[src/rtl/dpd_digit_stream_if.sv]
// dpd_digit_stream_if
//   Groups the two streams of the densely-packed-decimal digit serializer.
//   Word side : in_valid / in_ready / in_data / in_last
//               (a word is DECLETS packed declets, most significant declet on top).
//   Digit side: out_valid / out_ready / out_digit / out_last /
//               out_noncanon / out_index.
//   Modports:
//     master - the environment: drives words, consumes digits.
//     slave  - the serializer itself.
interface dpd_digit_stream_if #(
  parameter int DECLETS = 2,
  parameter int IDX_W   = 16
);
  logic                   in_valid;
  logic                   in_ready;
  logic [10*DECLETS-1:0]  in_data;
  logic                   in_last;
  logic                   out_valid;
  logic                   out_ready;
  logic [3:0]             out_digit;
  logic                   out_last;
  logic                   out_noncanon;
  logic [IDX_W-1:0]       out_index;

  modport master (
    output in_valid, in_data, in_last, out_ready,
    input  in_ready, out_valid, out_digit, out_last, out_noncanon, out_index
  );

  modport slave (
    input  in_valid, in_data, in_last, out_ready,
    output in_ready, out_valid, out_digit, out_last, out_noncanon, out_index
  );
endinterface

[src/rtl/dpd_digit_stream.sv]
// dpd_digit_stream
//   Accepts words of DECLETS densely-packed-decimal declets and emits them
//   as a stream of BCD digits, most significant declet first, d2/d1/d0
//   within each declet. One word is buffered; the next word is accepted
//   in the same cycle the buffered word's final digit leaves, so back-to-back
//   words stream without a bubble.
//   Ports:
//     clk    - single rising-edge clock
//     rst_n  - synchronous active-low reset
//     stream - dpd_digit_stream_if.slave (word input / digit output handshakes)
//   All digit-side outputs are registered; in_ready is combinational from
//   the buffer state and out_ready.
module dpd_digit_stream #(
  parameter int DECLETS = 2,
  parameter int IDX_W   = 16
) (
  input  logic              clk,
  input  logic              rst_n,
  dpd_digit_stream_if.slave stream
);

  localparam int DW    = 10 * DECLETS;
  localparam int SEL_W = (DECLETS > 1) ? $clog2(DECLETS) : 1;
  localparam logic [SEL_W-1:0] LAST_DECL = SEL_W'(DECLETS - 1);

  // Decode one declet into {noncanon, d2, d1, d0}. The 0xx case is the
  // default: every digit is a small digit taken straight from its field.
  function automatic logic [12:0] decode_declet(input logic [9:0] b);
    logic [3:0] d2;
    logic [3:0] d1;
    logic [3:0] d0;
    logic       nc;
    d2 = {1'b0, b[9:7]};
    d1 = {1'b0, b[6:4]};
    d0 = {1'b0, b[2:0]};
    nc = 1'b0;
    if (b[3]) begin
      case (b[2:1])
        2'b00: d0 = {3'b100, b[0]};
        2'b01: begin
          d1 = {3'b100, b[4]};
          d0 = {1'b0, b[6:5], b[0]};
        end
        2'b10: begin
          d2 = {3'b100, b[7]};
          d0 = {1'b0, b[9:8], b[0]};
        end
        default: begin
          case (b[6:5])
            2'b00: begin
              d2 = {3'b100, b[7]};
              d1 = {3'b100, b[4]};
              d0 = {1'b0, b[9:8], b[0]};
            end
            2'b01: begin
              d2 = {3'b100, b[7]};
              d1 = {1'b0, b[9:8], b[4]};
              d0 = {3'b100, b[0]};
            end
            2'b10: begin
              d1 = {3'b100, b[4]};
              d0 = {3'b100, b[0]};
            end
            default: begin
              d2 = {3'b100, b[7]};
              d1 = {3'b100, b[4]};
              d0 = {3'b100, b[0]};
              // All three digits are large, so b9b8 carry no information;
              // any non-zero value there is a redundant encoding.
              nc = |b[9:8];
            end
          endcase
        end
      endcase
    end
    return {nc, d2, d1, d0};
  endfunction

  typedef enum logic {ST_EMPTY = 1'b0, ST_BUSY = 1'b1} state_e;

  state_e           state_q, state_d;
  logic [DW-1:0]    data_q, data_d;
  logic             last_q, last_d;
  // decl_q counts declets already consumed (0 = most significant declet),
  // pos_q selects d2/d1/d0 inside it; together they form the digit counter.
  logic [SEL_W-1:0] decl_q, decl_d;
  logic [1:0]       pos_q, pos_d;

  logic             out_valid_q, out_valid_d;
  logic [3:0]       out_digit_q, out_digit_d;
  logic             out_last_q, out_last_d;
  logic             out_nc_q, out_nc_d;
  logic [IDX_W-1:0] out_index_q, out_index_d;

  logic             out_fire;
  logic             final_digit;
  logic             final_fire;
  logic             in_ready;
  logic             in_fire;
  logic [12:0]      dec_w [DECLETS];
  logic [12:0]      dec_sel;

  // Handshake qualifiers.
  always_comb begin
    out_fire    = (state_q == ST_BUSY) && stream.out_ready;
    final_digit = (decl_q == LAST_DECL) && (pos_q == 2'd2);
    final_fire  = out_fire && final_digit;
    in_fire     = stream.in_valid && in_ready;
  end

  // FSM: state register.
  always_ff @(posedge clk) begin
    if (!rst_n) begin
      state_q <= ST_EMPTY;
    end else begin
      state_q <= state_d;
    end
  end

  // FSM: next state.
  always_comb begin
    state_d = state_q;
    case (state_q)
      ST_EMPTY: if (stream.in_valid) state_d = ST_BUSY;
      ST_BUSY:  if (final_fire && !stream.in_valid) state_d = ST_EMPTY;
      default:  state_d = ST_EMPTY;
    endcase
  end

  // FSM: outputs. Accepting while the final digit leaves keeps streams gap-free.
  always_comb begin
    in_ready = (state_q == ST_EMPTY) || final_fire;
  end

  assign stream.in_ready = in_ready;

  // Buffer and digit counter next state.
  always_comb begin
    data_d = data_q;
    last_d = last_q;
    decl_d = decl_q;
    pos_d  = pos_q;
    if (in_fire) begin
      data_d = stream.in_data;
      last_d = stream.in_last;
      decl_d = '0;
      pos_d  = 2'd0;
    end else if (final_fire) begin
      decl_d = '0;
      pos_d  = 2'd0;
    end else if (out_fire) begin
      if (pos_q == 2'd2) begin
        pos_d  = 2'd0;
        decl_d = decl_q + 1'b1;
      end else begin
        pos_d  = pos_q + 2'd1;
      end
    end
  end

  // Decode every declet of the next buffer contents; element 0 holds the
  // most significant declet so the counter walks the array upward.
  generate
    for (genvar gi = 0; gi < DECLETS; gi++) begin : g_dec
      assign dec_w[gi] = decode_declet(data_d[10*(DECLETS-1-gi) +: 10]);
    end
  endgenerate

  // Output registers are loaded from the next-state buffer/counter so the
  // presented digit always matches what the counter points at, and holds
  // naturally while stalled.
  always_comb begin
    dec_sel = dec_w[0];
    for (int k = 0; k < DECLETS; k++) begin
      if (decl_d == SEL_W'(k)) dec_sel = dec_w[k];
    end

    out_valid_d = (state_d == ST_BUSY);
    out_nc_d    = dec_sel[12];
    case (pos_d)
      2'd0:    out_digit_d = dec_sel[11:8];
      2'd1:    out_digit_d = dec_sel[7:4];
      default: out_digit_d = dec_sel[3:0];
    endcase
    out_last_d = (state_d == ST_BUSY) && last_d &&
                 (decl_d == LAST_DECL) && (pos_d == 2'd2);

    // Index tracks the presented digit: it restarts after a frame end and
    // otherwise counts up, sticking at all-ones for over-long frames.
    out_index_d = out_index_q;
    if (out_fire) begin
      if (out_last_q)        out_index_d = '0;
      else if (&out_index_q) out_index_d = out_index_q;
      else                   out_index_d = out_index_q + 1'b1;
    end
  end

  always_ff @(posedge clk) begin
    if (!rst_n) begin
      data_q      <= '0;
      last_q      <= 1'b0;
      decl_q      <= '0;
      pos_q       <= 2'd0;
      out_valid_q <= 1'b0;
      out_digit_q <= 4'd0;
      out_last_q  <= 1'b0;
      out_nc_q    <= 1'b0;
      out_index_q <= '0;
    end else begin
      data_q      <= data_d;
      last_q      <= last_d;
      decl_q      <= decl_d;
      pos_q       <= pos_d;
      out_valid_q <= out_valid_d;
      out_digit_q <= out_digit_d;
      out_last_q  <= out_last_d;
      out_nc_q    <= out_nc_d;
      out_index_q <= out_index_d;
    end
  end

  assign stream.out_valid    = out_valid_q;
  assign stream.out_digit    = out_digit_q;
  assign stream.out_last     = out_last_q;
  assign stream.out_noncanon = out_nc_q;
  assign stream.out_index    = out_index_q;

endmodule

[src/flat_wrapper.sv]
// flat-port wrapper written by rule: the top's interface ports become plain ports
module dpd_digit_stream_flat 
#(
  parameter int DECLETS = 2,
  parameter int IDX_W   = 16
)
  (clk, rst_n, stream_in_valid, stream_in_data, stream_in_last, stream_out_ready, stream_in_ready, stream_out_valid, stream_out_digit, stream_out_last, stream_out_noncanon, stream_out_index);
  dpd_digit_stream_if #(.DECLETS(DECLETS), .IDX_W(IDX_W)) stream_i ();
  input  logic clk;
  input  logic rst_n;
  input wire logic [$bits(stream_i.in_valid)-1:0] stream_in_valid;
  input wire logic [$bits(stream_i.in_data)-1:0] stream_in_data;
  input wire logic [$bits(stream_i.in_last)-1:0] stream_in_last;
  input wire logic [$bits(stream_i.out_ready)-1:0] stream_out_ready;
  output wire logic [$bits(stream_i.in_ready)-1:0] stream_in_ready;
  output wire logic [$bits(stream_i.out_valid)-1:0] stream_out_valid;
  output wire logic [$bits(stream_i.out_digit)-1:0] stream_out_digit;
  output wire logic [$bits(stream_i.out_last)-1:0] stream_out_last;
  output wire logic [$bits(stream_i.out_noncanon)-1:0] stream_out_noncanon;
  output wire logic [$bits(stream_i.out_index)-1:0] stream_out_index;
  assign stream_i.in_valid = stream_in_valid;
  assign stream_i.in_data = stream_in_data;
  assign stream_i.in_last = stream_in_last;
  assign stream_i.out_ready = stream_out_ready;
  assign stream_in_ready = stream_i.in_ready;
  assign stream_out_valid = stream_i.out_valid;
  assign stream_out_digit = stream_i.out_digit;
  assign stream_out_last = stream_i.out_last;
  assign stream_out_noncanon = stream_i.out_noncanon;
  assign stream_out_index = stream_i.out_index;
  dpd_digit_stream #(.DECLETS(DECLETS), .IDX_W(IDX_W)) u_core (.clk(clk), .rst_n(rst_n), .stream(stream_i));
endmodule
[config.mk]
export PLATFORM = sky130hd
export DESIGN_NAME = dpd_digit_stream_flat
export DESIGN_NICKNAME = d
export VERILOG_FILES = /design/src/rtl/dpd_digit_stream_if.sv /design/src/rtl/dpd_digit_stream.sv /design/src/flat_wrapper.sv
export SDC_FILE = /design/constraint.sdc
export NUM_CORES = 1
export LEC_CHECK = 0
export BUFFER_PORTS_ARGS = -buffer_cell sky130_fd_sc_hd__buf_2
export CAP_MARGIN = 20
export CELL_PAD_IN_SITES_DETAIL_PLACEMENT = 0
export CELL_PAD_IN_SITES_GLOBAL_PLACEMENT = 1
export CORE_AREA = 4 4 84 86
export CTS_CLUSTER_DIAMETER = 200
export DETAILED_ROUTE_END_ITERATION = 8
export DIE_AREA = 0 0 88 90
export PLACE_DENSITY_LB_ADDON = 0.1
export SLEW_MARGIN = 20
export SYNTH_ARGS = -nofsm -noshare
export SYNTH_HDL_FRONTEND = slang
export SYNTH_SLANG_ARGS = --single-unit
[constraint.sdc]
create_clock -name clk -period 4.75 [get_ports clk]
set_input_delay 0.7125 -clock clk [delete_from_list [all_inputs] [get_ports clk]]
set_output_delay 0.7125 -clock clk [all_outputs]
set_load 0.01 [all_outputs]
==> flow_summary.toml <==
[sta]
hold_ws_ns = 0.463
period_share = 0.543
slew_viol_final = 0
hold_violations = 0
worst_slew_pin_slew_ns = 0.840
fin_crit_ns = 2.58
finClkSkew_ns = 0.0119
rsz0062_at_grt = "false"
slew-limit-headroom = 0.434
setup_viol = 0
max_freq_mhz = 388
fin_setup_tns_ns = 0

[global_routing]
grt_pass1_vias = 2487
grt_overflow_total = 0
grt_first_pass_wirelength_mm = 12.3
use_met2 = 0.293
grt_usage = 0.193
grt_start_max_net_pins = 34
gr-max-usage-layer = "met2"
met3_usage = 0.0384
use_met1 = 0.275
antenna_found_initial = 0

[floorplanning]
die-area_um2 = 7920
design.core.area_um2 = 6280
initial_core_util = 0.436
num_rows = 29
io_pins = 49
die_w_um = 88
fp.dieH_um = 90

[setup_path]
start_kind = "flop"
r2r_cells = 9
r2r_end = "u_core.stream.out_digit[1]"
arrival_ns = 2.78
cp-endpoint = "u_core.stream.out_digit[1]"
critPathLaunch = "u_core.pos_q[1]"
critPathKind = "flop to flop"
crit_path_end_kind = "flop"
reg2reg_from = "u_core.pos_q[1]"
r2r_slack_ns = 2.17
required_ns = 4.95
path_max_fanout = 32

[drt]
totalWireLength_mm = 7.48
drt-initial-drc-count = 119
drt-wirelength-per-cell_um = 15.8
routed_via_density = 5.80
postRouteAntennaNets = 0
route.vias.total = 2738
drc_errors = 0
drt-pass1-iter-count = 5

[power_and_ir_drop]
p_switching_mw = 0.243
pwr-share-seq = 0.499
power_mw = 0.858
clock_power_share = 0.363
power_frac_comb = 0.138
power_density_nw_per_um2 = 277
ir_drop_mv = 0.157
intPower_mw = 0.615
swShare = 0.283
leakagePower_nw = 1.23

[synthesis]
ys_top_cells_by_area = "dfxtp_1 (34%), nand2_1 (8.8%), nor2_1 (4.5%), a21oi_1 (4.4%), mux2i_1 (4.0%)"
synthXorXnorAreaFrac = 0.0480
yosysTopAreaCell = "dfxtp_1"
synth_top_area_share = 0.344
syn_area_um2 = 2740
yosys.area_share.simple = 0.272
ys_async_sr_fraction = 0
synthAdderAreaFrac = 0.00914
synth_commonest_cells = "nand2_1 (64), dfxtp_1 (47), nor2_1 (33)"
synth.most_common_cell = "nand2_1"
synth_enable_flop_cells = 0
syn_inst = 357
yosysUniqueCellTypes = 59
synthMuxAreaShare = 0.0444
synth_fp_nets = 384
syn_area_per_cell_um2 = 7.66
yosys_warnings = 0
synth_top_family_by_area = "simple AND/OR/NAND/NOR gates"
synth-compound-area-share = 0.229
ys_seq_area_frac = 0.344
ys_ff_latch = 47
synth_flop_cell = "dfxtp_1"

[clocking]
clock_latency_ns = 0.31
clk_path_buf_depth = 2
cts.repair.resized = 0
cts-hold-fix-buffers = 0
cts_buffers = 5
root_buffer = "clkbuf_8"
cts_tree = "done"
clk_pin_slew_ns = 0.10
postCtsSetupBuffers = 0
cts_sinks = 47
htree_levels = 2

[job]
maxCapViolCount = 0

[hold_path]
min_path_type = "flop to flop"

[finish]
area_growth_pct = 13.3
diodes = 0
drive_gt1_frac = 0.167
layout.nets = 421

[outcome]
status = "complete, no violations"

[placed_design]
routabilityCongestion = 0.899
port_buffers = 48
detailed_place_hpwl_mm = 5.45
## cell type report
class | count | area [um^2]
clock buffers | 5 | 68.8
clock inverters | 3 | 47.5
fillers | 662 | 3180
inverters | 12 | 45.0
multi-input cells | 279 | 1650
flip-flops and latches | 47 | 941
well taps | 77 | 96.3
repair buffers | 49 | 248
## placed cells by master (no fill, tap or decap), types with 3 or more instances in the layout
master,n
nand2_1,63
buf_2,48
dfxtp_1,47
nor2_1,33
a21oi_1,24
o21ai_0,22
inv_1,11
nand3_1,11
a31oi_1,11
mux2i_1,11
nor3_1,8
xor2_1,8
nand4_1,7
xnor2_1,7
o211ai_1,5
and3_1,5
and4_1,5
a221oi_1,5
clkbuf_8,5
nand3b_1,3
nor2b_1,3
o2111ai_1,3
a311oi_1,3
a211oi_1,3
## registers in the layout, summed over array words and instances, names as in the netlist
name,count
u_core.stream.out_valid,1
u_core.data_q,20
u_core.stream.out_index,16
u_core.decl_q,1
u_core.stream.out_digit,4
u_core.stream.out_last,1
u_core.pos_q,2
u_core.stream.out_noncanon,1
u_core.last_q,1
## logic make-up after synthesis
group,count (synthesis)
xor+xnor,15
fa+ha+maj,2
simple gates,155
buf+inv,31
flops,47
compound gates,95
mux,12
## power groups by stage
stage	logic, mW	registers, mW	clock network (mW)
after floorplan	0.0838	0.430	0
after global placement	0.118	0.437	0
after CTS	0.118	0.428	0.318
after detailed placement	0.118	0.437	0
final	0.119	0.428	0.311
after global routing	0.131	0.432	0.337
## stage by stage
stage	instance area (um^2)	util	setup WS [ns]	instances
after floorplan	2740	-	2.51	357
after global placement	2980	0.474	1.74	464
after detailed placement	2980	0.474	1.72	464
after CTS	3090	0.493	1.77	472
after global routing	3100	0.494	1.97	472
final	3100	0.494	2.17	472
## worst max-delay path, cell delays in order, from the launching register on
cell	delay (ns)
dfxtp_1	0.42
inv_1	0.11
nor2_1	0.12
ha_1	0.24
a21bo_4	0.18
nand2_2	0.37
a221oi_1	0.38
a311oi_1	0.09
or3_1	0.38
o211a_1	0.20
## worst min path at each step
stage          slack, ns         startpoint           endpoint  cells past startpoint
3_5_place_dp        0.45   u_core.data_q[4]   u_core.data_q[4]                      2
5_1_grt             0.49  u_core.data_q[10]  u_core.data_q[10]                      2
6_report            0.46   u_core.data_q[4]   u_core.data_q[4]                      2
4_1_cts             0.47   u_core.data_q[4]   u_core.data_q[4]                      2
3_3_place_gp        0.45   u_core.data_q[4]   u_core.data_q[4]                      2
2_1_floorplan       0.43      u_core.last_q      u_core.last_q                      2
## layer usage
metal | share of wire | wire length [um]
met1 | 0.46 | 3420
met2 | 0.46 | 3410
met3 | 0.064 | 482
met4 | 0.022 | 165
met5 | 0 | 0
(Power assumes the default switching activity.)
